<file path="src/rtl/sata_cont_expander.sv">
// Receive-side SATA CONT expander: replaces CONT and the junk after it with the
// repeated primitive, LANES DWORDs per clock, lane 0 earliest, 1-clk latency.
//
//   state  | meaning
//   S_PASS | DWORDs pass through; P DWORDs are captured as the held primitive
//   S_SUP  | inside a CONT burst; CONT/data (and ALIGN unless passed) -> held
`ifndef CONT_PRIM
`define CONT_PRIM 32'h9999_AA7C
`endif
`ifndef ALIGN_PRIM
`define ALIGN_PRIM 32'h7B4A_4ABC
`endif
`ifndef DWORD_IS_PRIM
`define DWORD_IS_PRIM(k) (k)
`endif

module sata_cont_expander #(
  parameter int LANES      = 1,
  parameter bit ALIGN_PASS = 1'b0,
  parameter int CNT_W      = 16
) (
  input  logic                  reset,
  input  logic                  clk,
  input  logic                  i_valid,
  input  logic [32*LANES-1:0]   i_data,
  input  logic [LANES-1:0]      i_datak,
  output logic                  o_valid,
  output logic [32*LANES-1:0]   o_data,
  output logic [LANES-1:0]      o_datak,
  output logic                  o_active,
  output logic                  o_orphan_cont,
  output logic [CNT_W-1:0]      o_cont_cnt
);

  typedef enum logic {S_PASS = 1'b0, S_SUP = 1'b1} state_t;

  localparam int SUM_W = CNT_W + 3;
  localparam logic [SUM_W-1:0] CNT_MAX = {3'b000, {CNT_W{1'b1}}};

  state_t                state_q, state_d;
  logic [31:0]           held_q, held_d;
  logic                  held_ok_q, held_ok_d;
  logic [32*LANES-1:0]   data_d;
  logic [LANES-1:0]      datak_d;
  logic                  orphan_d;
  logic [2:0]            entries;
  logic [31:0]           lane_dw;
  logic                  lane_k, is_cont, is_align, is_prim;
  logic [SUM_W-1:0]      cnt_sum;
  logic [CNT_W-1:0]      cnt_d;

  // Lanes are walked in order so each lane sees the state left by the previous one.
  always_comb begin
    state_d   = state_q;
    held_d    = held_q;
    held_ok_d = held_ok_q;
    data_d    = i_data;
    datak_d   = i_datak;
    orphan_d  = 1'b0;
    entries   = 3'd0;
    lane_dw   = 32'd0;
    lane_k    = 1'b0;
    is_cont   = 1'b0;
    is_align  = 1'b0;
    is_prim   = 1'b0;
    for (int n = 0; n < LANES; n++) begin
      lane_dw  = i_data[32*n +: 32];
      lane_k   = `DWORD_IS_PRIM(i_datak[n]);
      is_cont  = lane_k && (lane_dw == `CONT_PRIM);
      is_align = lane_k && (lane_dw == `ALIGN_PRIM);
      is_prim  = lane_k && !is_cont && !is_align;
      case (state_d)
        S_PASS: begin
          if (is_prim) begin
            held_d    = lane_dw;
            held_ok_d = 1'b1;
          end else if (is_cont) begin
            if (held_ok_d) begin
              data_d[32*n +: 32] = held_d;
              datak_d[n]         = 1'b1;
              state_d            = S_SUP;
              entries            = entries + 3'd1;
            end else begin
              orphan_d = 1'b1;
            end
          end
        end
        S_SUP: begin
          if (is_prim) begin
            held_d  = lane_dw;
            state_d = S_PASS;
          end else if (is_cont || !lane_k || (is_align && !ALIGN_PASS)) begin
            data_d[32*n +: 32] = held_d;
            datak_d[n]         = 1'b1;
          end
        end
        default: state_d = S_PASS;
      endcase
    end
    cnt_sum = {3'b000, o_cont_cnt} + SUM_W'(entries);
    cnt_d   = (cnt_sum > CNT_MAX) ? {CNT_W{1'b1}} : cnt_sum[CNT_W-1:0];
  end

  always_ff @(posedge clk or posedge reset) begin
    if (reset) begin
      state_q       <= S_PASS;
      held_q        <= 32'd0;
      held_ok_q     <= 1'b0;
      o_valid       <= 1'b0;
      o_data        <= '0;
      o_datak       <= '0;
      o_orphan_cont <= 1'b0;
      o_cont_cnt    <= '0;
    end else if (i_valid) begin
      state_q       <= state_d;
      held_q        <= held_d;
      held_ok_q     <= held_ok_d;
      o_valid       <= 1'b1;
      o_data        <= data_d;
      o_datak       <= datak_d;
      o_orphan_cont <= orphan_d;
      o_cont_cnt    <= cnt_d;
    end else begin
      o_valid       <= 1'b0;
      o_orphan_cont <= 1'b0;
    end
  end

  assign o_active = (state_q == S_SUP);

endmodule

</file>
<file path="config.mk">
export PLATFORM = sky130hd
export DESIGN_NAME = sata_cont_expander
export DESIGN_NICKNAME = d
export VERILOG_FILES = /design/src/rtl/sata_cont_expander.sv
export SDC_FILE = /design/constraint.sdc
export NUM_CORES = 1
export LEC_CHECK = 0
export BUFFER_PORTS_ARGS = -buffer_cell sky130_fd_sc_hd__buf_4
export CAP_MARGIN = 20
export CORE_ASPECT_RATIO = 2
export CORE_MARGIN = 2
export CORE_UTILIZATION = 40
export DETAILED_ROUTE_END_ITERATION = 10
export SLEW_MARGIN = 20
export SYNTH_ARGS = -nofsm -noshare
export SYNTH_HDL_FRONTEND = slang
export SYNTH_SLANG_ARGS = --single-unit
export TNS_END_PERCENT = 20
</file>
<file path="constraint.sdc">
create_clock -name clk -period 8.2 [get_ports clk]
set_input_delay 1.64 -clock clk [delete_from_list [all_inputs] [get_ports clk]]
set_output_delay 1.64 -clock clk [all_outputs]
set_load 0.01 [all_outputs]
</file>
# Yosys cells after proc, flatten, opt, wreduce, memory -nomap -nowiden
# Cells that the tools add are included.
op_classes:
  n_bitwise: 1
  n_reduce_logical: 11
  n_mux: 29
  order_cmp: 1
  addsub: 1
  n_eq_ne: 2
ops:
  columns: ["cell", "count"]
  rows:
  - ["$mux W32", 6]
  - ["$pmux W32 S2", 1]
  - ["$eq A32 B31 Y1 const B", 1]
  - ["$eq A32 B32 Y1 const B", 1]
  - ["$mux W1", 19]
  - ["$add A16 B3 Y17", 1]
  - ["$gt A17 B16 Y1 const B", 1]
  - ["$mux W16", 1]
  - ["$logic_and A1 B1 Y1", 4]
  - ["$pmux W1 S2", 2]
  - ["$logic_not A1 Y1", 3]
  - ["$reduce_and A3 Y1", 1]
  - ["$logic_or A1 B1 Y1", 2]
  - ["$reduce_and A2 Y1", 1]
  - ["$not A1 Y1", 1]
totals:
  out_inout_bits: 52
  inputBits: 36
  word_cells: 53
  register_bits: 85

# Longest topological paths before layout
# Gate-level depths: netlist of run 1.
depth:
  word_depth: 10
  ltp_mapped: 13
  depth_no_buf: 12

# Worst setup path before layout of run 1
# No wires, ideal clock.
synth_timing:
  path_type: "input to register"
  from: "in i_data[8]"
  to: "reg o_cont_cnt[12]"
  n_path_buf: 1
  setup_ns: 0.119
  required_time_ns: 8.081
  stages: 13
  t_arrival_ns: 4.325
  setup_slack_ns: 3.756
  path_cell_list: "nor4bb_1 > nand4_1 > or3b_2 > clkbuf_1 > or3_1 > nor2_1 > ha_1 > ha_1 > nand3_1 > nor2_1 > and3_1 > nand3_1 > o21a_1"
synth_via:
  elab_chain_cells: 10
  elab_cells_between_ends: 14
  cone_classes: "1 x add/sub; 1 x order compare; 2 x eq/ne; 4 x mux; 6 x reduce/logical"
synth_lines:
  columns: ["element", "line_no", "text"]
  rows:
  - ["start: declaration", "25", "input logic [32*LANES-1:0] i_data,"]
  - ["$eq A32 B32 Y1 (no line)", null, null]
  - ["$logic_and A1 B1 Y1", "69", "is_cont = lane_k && (lane_dw == `CONT_PRIM);"]
  - ["$logic_not A1 Y1", "71", "is_prim = lane_k && !is_cont && !is_align;"]
  - ["$logic_and A1 B1 Y1 (2 in series)", "71", null]
  - ["$mux W1 (*)", "74", "if (is_prim) begin"]
  - ["$mux W1 (*)", "72", "case (state_d)"]
  - ["$add A16 B3 Y17 (*)", "100", "cnt_sum = {3'b000, o_cont_cnt} + SUM_W'(entries);"]
  - ["$gt A17 B16 Y1", "101", "cnt_d = (cnt_sum > CNT_MAX) ? {CNT_W{1'b1}} : cnt_sum[CNT_W-1:0];"]
  - ["$mux W16 (*)", "101", null]
  - ["end signal: assignment", "122", "o_cont_cnt <= cnt_d;"]
  - ["end: declaration", "32", "output logic [CNT_W-1:0] o_cont_cnt"]
# Every way passes the cells marked *; elsewhere a longest branch is shown, timed or not.
# A chain may end at the register's enable or synchronous reset.

# Worst setup path in the final report of run 1
layout_timing:
  from: "in i_data[21]"
  to: "reg o_cont_cnt[13]"
# The elaborated chain is that of the path after synthesis.

==> results of run 1 <==
-- logic make-up (layout without fill, tap and decap cells) --
| family | Yosys count | after routing | synth area share [%] |
|---|---|---|---|
| adders and majority gates | 2 | 2 | 0.613 |
| xor gates and xnor gates | 6 | 6 | 1.29 |
| muxes | 32 | 32 | 8.83 |
| and+or+nand+nor | 137 | 137 | 18.3 |
| AOI/OAI and AO/OA | 72 | 72 | 15.5 |
| DFF | 85 | 85 | 52.1 |
| buffers and inverters | 26 | 110 | 3.37 |
-- state kept, by name, indices dropped and copies added, names as in the netlist --
name and cells:
o_cont_cnt 16, o_orphan_cont 1, o_valid 1, o_active 1, o_data 32, held_ok_q 1, held_q 32, o_datak 1
-- final timing paths --
kind / from / end / slack, ns / depth (start not counted)
max in group asynchronous: reset / o_cont_cnt[12] / 6.12 / 3
max: i_data[21] / o_cont_cnt[13] / 3.54 / 12
min in group asynchronous: reset / o_data[11] / 1.50 / 3
max reg2reg: o_active / o_cont_cnt[13] / 5.65 / 8
min reg2reg: held_q[10] / held_q[10] / 0.49 / 1
min: held_q[10] / held_q[10] / 0.49 / 1
-- worst max-delay path, cell delays in order --
cell and delay [ns]:
buf_4 0.13, nor4bb_1 0.46, nand4_1 0.14, or3b_2 0.57, or3_1 0.40, nor2_1 0.12
ha_1 0.18, ha_1 0.23, nand3_1 0.09, nor2_1 0.43, nand4_1 0.34, o21ai_0 0.17
-- per-layer routing --
metal | GRT usage, % | share of wire [%]
met1 | 24.4 | 39
met2 | 35.7 | 55
met3 | 3.70 | 3.2
met4 | 8.60 | 2.9
met5 | 0 | 0
-- stage by stage --
stage               cell area [um2]  hold slack [ns]
floorplan                      4080            0.459
global placement               4800            0.468
detailed placement             4800            0.476
CTS                            5090            0.489
global route                   5100            0.506
finish                         5100            0.487
-- final cells by class --
class | instances | area (um2) | share of cell area, %
clock buffer | 11 | 243 | 4.76
clock inverter | 5 | 50.0 | 0.981
inverter | 5 | 20.0 | 0.393
multi-input combinational | 249 | 1820 | 35.7
sequential | 85 | 2130 | 41.7
tap | 135 | 169 | 3.31
timing repair buffer | 89 | 672 | 13.2
-- cell usage in the layout (no fill, tap or decap), drive strengths merged, types with 3 or more instances in the layout --
master	count
buf	89
dfrtp	85
nand2	39
mux2	32
nor2	22
or2	19
o221a	19
a31oi	13
or3	12
o311a	11
clkbuf	11
nand4	8
a21oi	8
nand3	7
and3	5
nor3	5
nor4bb	5
clkinv	5
o21ai	4
inv	4
xor2	3
a41oi	3
xnor2	3
-- power breakdown --
group	leakage (nW)	switching (mW)	internal (mW)
Sequential	1.01	0.0266	0.461
Clock	0.149	0.159	0.242
Combinational	1.06	0.0646	0.0763
Total	2.21	0.250	0.780
==> qor.csv, run 1 <==
stage,metric,value,unit
clock_network,insertion_delay,0.34,ns
yosys,synth.distinct_cells,49,
placed_design,io_buffer_count,87,
yosys,ys_ff_latch,85,
yosys,synthTopCellsByArea,"dfrtp_1, mux2_1, nand2_1, mux2_2, or2_2",
power,power_density,202,nW/um2
floorplan,die_y,147,um
power,leakagePower,2.21,nW
worst_setup_path,critPathLaunchType,input pin,
placed_design,dp_hpwl,7520,um
clock_network,cts_num_sinks,85,
floorplan,fp.coreArea,10000,um2
clock_network,cts_tree,yes,
worst_setup_path,crit_type,in2reg,
worst_setup_path,end_kind,flip-flop,
routing,wl_per_cell,18.6,um
timing,period_minus_slack,4.66,ns
yosys,synth_top_area_share,52.1,%
placed_design,placedCellCount,563,
clock_network,postCtsResizedCells,0,
final_layout,layout.nets,477,
timing,clock_skew,0.00371,ns
final_layout,drive_gt1_share,33.6,%
clock_network,cts_inserted_buffers,9,
global_routing,antenna_found_initial,0,
routing,drtIter0Drc,273,
power,ir_drop,0.112,mV
timing,setup_viol,0,
timing,final.setup.worst_slack,3.54,ns
yosys,synth_area_leader_cell,dfrtp_1,
routing,drt-total-wl,10800,um
floorplan,dieArea,11100,um2
final_layout,final_util,50.9,%
routing,firstDrtPassIters,4,
routing,drtAntennaViolNets,0,
timing,finalMaxSlewViolations,0,
yosys,synth_area_per_cell,11.3,um2
yosys,yosys_most_used_dff,dfrtp_1,
worst_setup_path,worstPathRequired,8.45,ns
routing,drc,0,
timing,hold_viol_final,0,
yosys,syn-cell-area,4080,um2
routing,vias,3226,
min_path,hold_class,reg2reg,
floorplan,pin_count,88,
floorplan,rows,52,
yosys,synth.net_count,398,
timing,fmax,215,MHz
yosys,synth_edf_count,0,
timing,fin_crit_sh,56.8,%
final_layout,final_cell_count_no_fill,579,
power,total_power,1.03,mW
yosys,ys_seq_area_share,52.1,%
routing,vias_per_cell,5.57,
yosys,synth_most_common_cell,dfrtp_1,
worst_setup_path,cp_max_fo,9,
job,drv_cap,0,
timing,tns,0,ns
timing,slew_headroom,32.0,%
floorplan,initial_core_util,40.7,%
timing,rsz0062_at_grt,no,
clock_network,clk_pin_slew,0.06,ns
clock_network,root_buffer,clkbuf_16,
final_layout,area_delta_synth_final,25.0,%
global_routing,overflow,0,
yosys,syn-instance-count,360,
global_routing,grt_max_degree,86,
global_routing,track_usage,20.7,%
floorplan,die_x,75.4,um
clock_network,ctsHoldBuffers,0,
yosys,synthArstFlopShare,100,%
yosys,synthTopCellsByCount,"dfrtp_1, nand2_1, nor2_1",
clock_network,cts_setup_buffers,0,
timing,tightest_slew,1.02,ns
global_routing,grt_pass1_wl,17300,um
placed_design,dp_slack,3.17,ns
worst_setup_path,critPathArrivalTime,4.91,ns
final_layout,insertedDiodeCount,0,
outcome,status,completed,
yosys,synth_warnings,0,
final_layout,fillerInstances,946,
global_routing,first_global_vias,3161,
placed_design,gp_congestion,0.800,
clock_network,htreeDepth,3,
clock_network,cts_buffer_depth,2,
Note: power is estimated with default switching activity, not from simulation.
==> inputs of run 2 (changes only) <==
- clock period: 8.2 -> 4.04 ns (I/O delays scaled with it)
==> qor.csv, run 2 (same netlist as run 1, synthesis figures left out) <==
stage,metric,value,unit,change
final_layout,insertedDiodeCount,0,,unchanged
outcome,status,completed,,unchanged
final_layout,drive_gt1_share,34.6,%,was 33.6%
timing,tightest_slew,0.855,ns,was 1.02 ns
timing,rsz0062_at_grt,no,,unchanged
timing,hold_viol_final,0,,unchanged
clock_network,cts_inserted_buffers,9,,unchanged
routing,firstDrtPassIters,4,,unchanged
worst_setup_path,cp_cell_sequence,buf_4 > or4bb_1 > or4_4 > or3_1 > nor2_1 > ha_1 > ha_1 > nand3_1 > nor2_1 > buf_4 > nand4_1 > o21ai_0,,was buf_4 > nor4bb_1 > nand4_1 > or3b_2 > or3_1 > nor2_1 > ha_1 > ha_1 > nand3_1 > nor2_1 > nand4_1 > o21ai_0
final_layout,final_common_cell,buf_4,,unchanged
routing,drtAntennaViolNets,0,,unchanged
placed_design,dp_hpwl,7730,um,was 7520 um
power,power_density,424,nW/um2,was 202 nW/um2
placed_design,io_buffer_count,87,,unchanged
routing,vias,3206,,was 3226
routing,drtIter0Drc,214,,was 273
timing,fin_crit_sh,84.4,%,
routing,drc,0,,unchanged
clock_network,ctsHoldBuffers,0,,unchanged
floorplan,die_x,75.4,um,unchanged
final_layout,largestRegisters,"held_q x32, o_data x32, o_cont_cnt x16",,unchanged
timing,final.setup.worst_slack,0.630,ns,was 3.54 ns
clock_network,cts_setup_buffers,0,,unchanged
worst_setup_path,crit_type,in2reg,,unchanged
worst_setup_path,crit_slowest_cell,or4bb_1,,was or3b_2
clock_network,cts_buffer_depth,2,,unchanged
routing,wl_per_cell,18.5,um,was 18.6 um
clock_network,cts_tree,yes,,unchanged
final_layout,regArea,2130,um2,unchanged
global_routing,first_global_vias,3252,,was 3161
placed_design,placedCellCount,570,,was 563
global_routing,antenna_found_initial,0,,unchanged
worst_setup_path,cp_top_family,simple AND/OR/NAND/NOR gates,,unchanged
worst_setup_path,end_kind,flip-flop,,unchanged
timing,fmax,293,MHz,
floorplan,rows,52,,unchanged
job,drv_cap,0,,unchanged
placed_design,dp_slack,0.237,ns,was 3.17 ns
floorplan,dieArea,11100,um2,unchanged
worst_setup_path,critPathArrivalTime,3.66,ns,was 4.91 ns
floorplan,pin_count,88,,unchanged
worst_setup_path,worstPathRequired,4.29,ns,was 8.45 ns
final_layout,fillerInstances,965,,was 946
clock_network,htreeDepth,3,,unchanged
floorplan,die_y,147,um,unchanged
power,ir_drop,0.242,mV,was 0.112 mV
global_routing,grt_max_degree,60,,was 86
worst_setup_path,critPathLaunchType,input pin,,unchanged
timing,period_minus_slack,3.41,ns,
floorplan,fp.coreArea,10000,um2,unchanged
clock_network,root_buffer,clkbuf_16,,unchanged
global_routing,track_usage,20.8,%,was 20.7%
timing,slew_headroom,43.0,%,was 32.0%
min_path,hold_class,reg2reg,,unchanged
worst_setup_path,critPathBufInv,2,,was 1
timing,clock_skew,0.00442,ns,was 0.00371 ns
floorplan,initial_core_util,40.7,%,unchanged
timing,tns,0,ns,unchanged
final_layout,area_delta_synth_final,27.7,%,was 25.0%
timing,finalMaxSlewViolations,0,,unchanged
worst_setup_path,slowest_delay,0.58,ns,was 0.57 ns
clock_network,postCtsResizedCells,0,,unchanged
clock_network,cts_num_sinks,85,,unchanged
final_layout,final_cell_count_no_fill,586,,was 579
timing,setup_viol,0,,unchanged
final_layout,multi_input_area,1820,um2,about the same
worst_setup_path,cp_max_fo,9,,unchanged
clock_network,clk_pin_slew,0.06,ns,about the same
routing,vias_per_cell,5.47,,was 5.57
routing,drt-total-wl,10800,um,about the same
final_layout,layout.nets,484,,was 477
power,leakagePower,2.28,nW,was 2.21 nW
placed_design,gp_congestion,0.793,,was 0.800
final_layout,mostFrequentLayoutCells,"buf_4, dfrtp_1, nand2_1, nor2_1, mux2_1",,unchanged
clock_network,insertion_delay,0.33,ns,was 0.34 ns
global_routing,grt_pass1_wl,17300,um,about the same
global_routing,overflow,0,,unchanged
-- run 2: changes by cell type in the layout (fill, tap and decap cells not counted), sizes merged --
cell / previous run / this run
buf: 89 / 96
bufinv: 1 / 2
clkbuf: 11 / 13
clkinv: 5 / 2
-- run 2: area by class of cell --
cell class                 count  area share [%]
tap                          135            3.24
timing repair buffer          96            14.1
sequential                    85            40.8
multi-input combinational    249            34.9
clock inverter                 3            1.25
inverter                       5           0.384
clock buffer                  13            5.38
-- run 2: path summary, 6_finish.rpt --
kind | from | end | slack, ns | cells past startpoint
max in group asynchronous | reset | o_data[21] | 2.62 | 3
min in group asynchronous | reset | o_data[13] | 0.60 | 2
worst min register to register | held_q[20] | held_q[20] | 0.49 | 1
worst min-delay path | held_q[20] | held_q[20] | 0.49 | 1
worst max-delay path | i_data[7] | o_cont_cnt[13] | 0.63 | 12
worst max register to register | o_active | o_data[25] | 1.75 | 4
-- run 2: through the flow --
stage,util (%),instance area [um2],power [mW],hold WS [ns]
2_1_floorplan,-,4080,1.15,0.459
5_1_grt,52.0,5210,2.31,0.502
3_5_place_dp,48.6,4870,1.30,0.478
6_report,52.0,5210,2.21,0.486
4_1_cts,52.0,5210,2.24,0.490
3_3_place_gp,48.6,4870,1.29,0.469
-- run 2: layer usage --
layer | wire length (um) | track usage, % | part of all wire (%) | vias up
met1 | 4200 | 24.9 | 39 | 1595
met4 | 209 | 7.63 | 1.9 | 0
met2 | 6100 | 36.2 | 56 | 75
met3 | 303 | 3.43 | 2.8 | 13
li1 | - | - | - | 1523
met5 | 0 | 0 | 0 | -
-- run 2: report_power, final --
| part | internal (mW) | switching, mW |
|---|---|---|
| combinational | 0.157 | 0.132 |
| clock | 0.608 | 0.324 |
| sequential | 0.936 | 0.0517 |
| total | 1.70 | 0.508 |
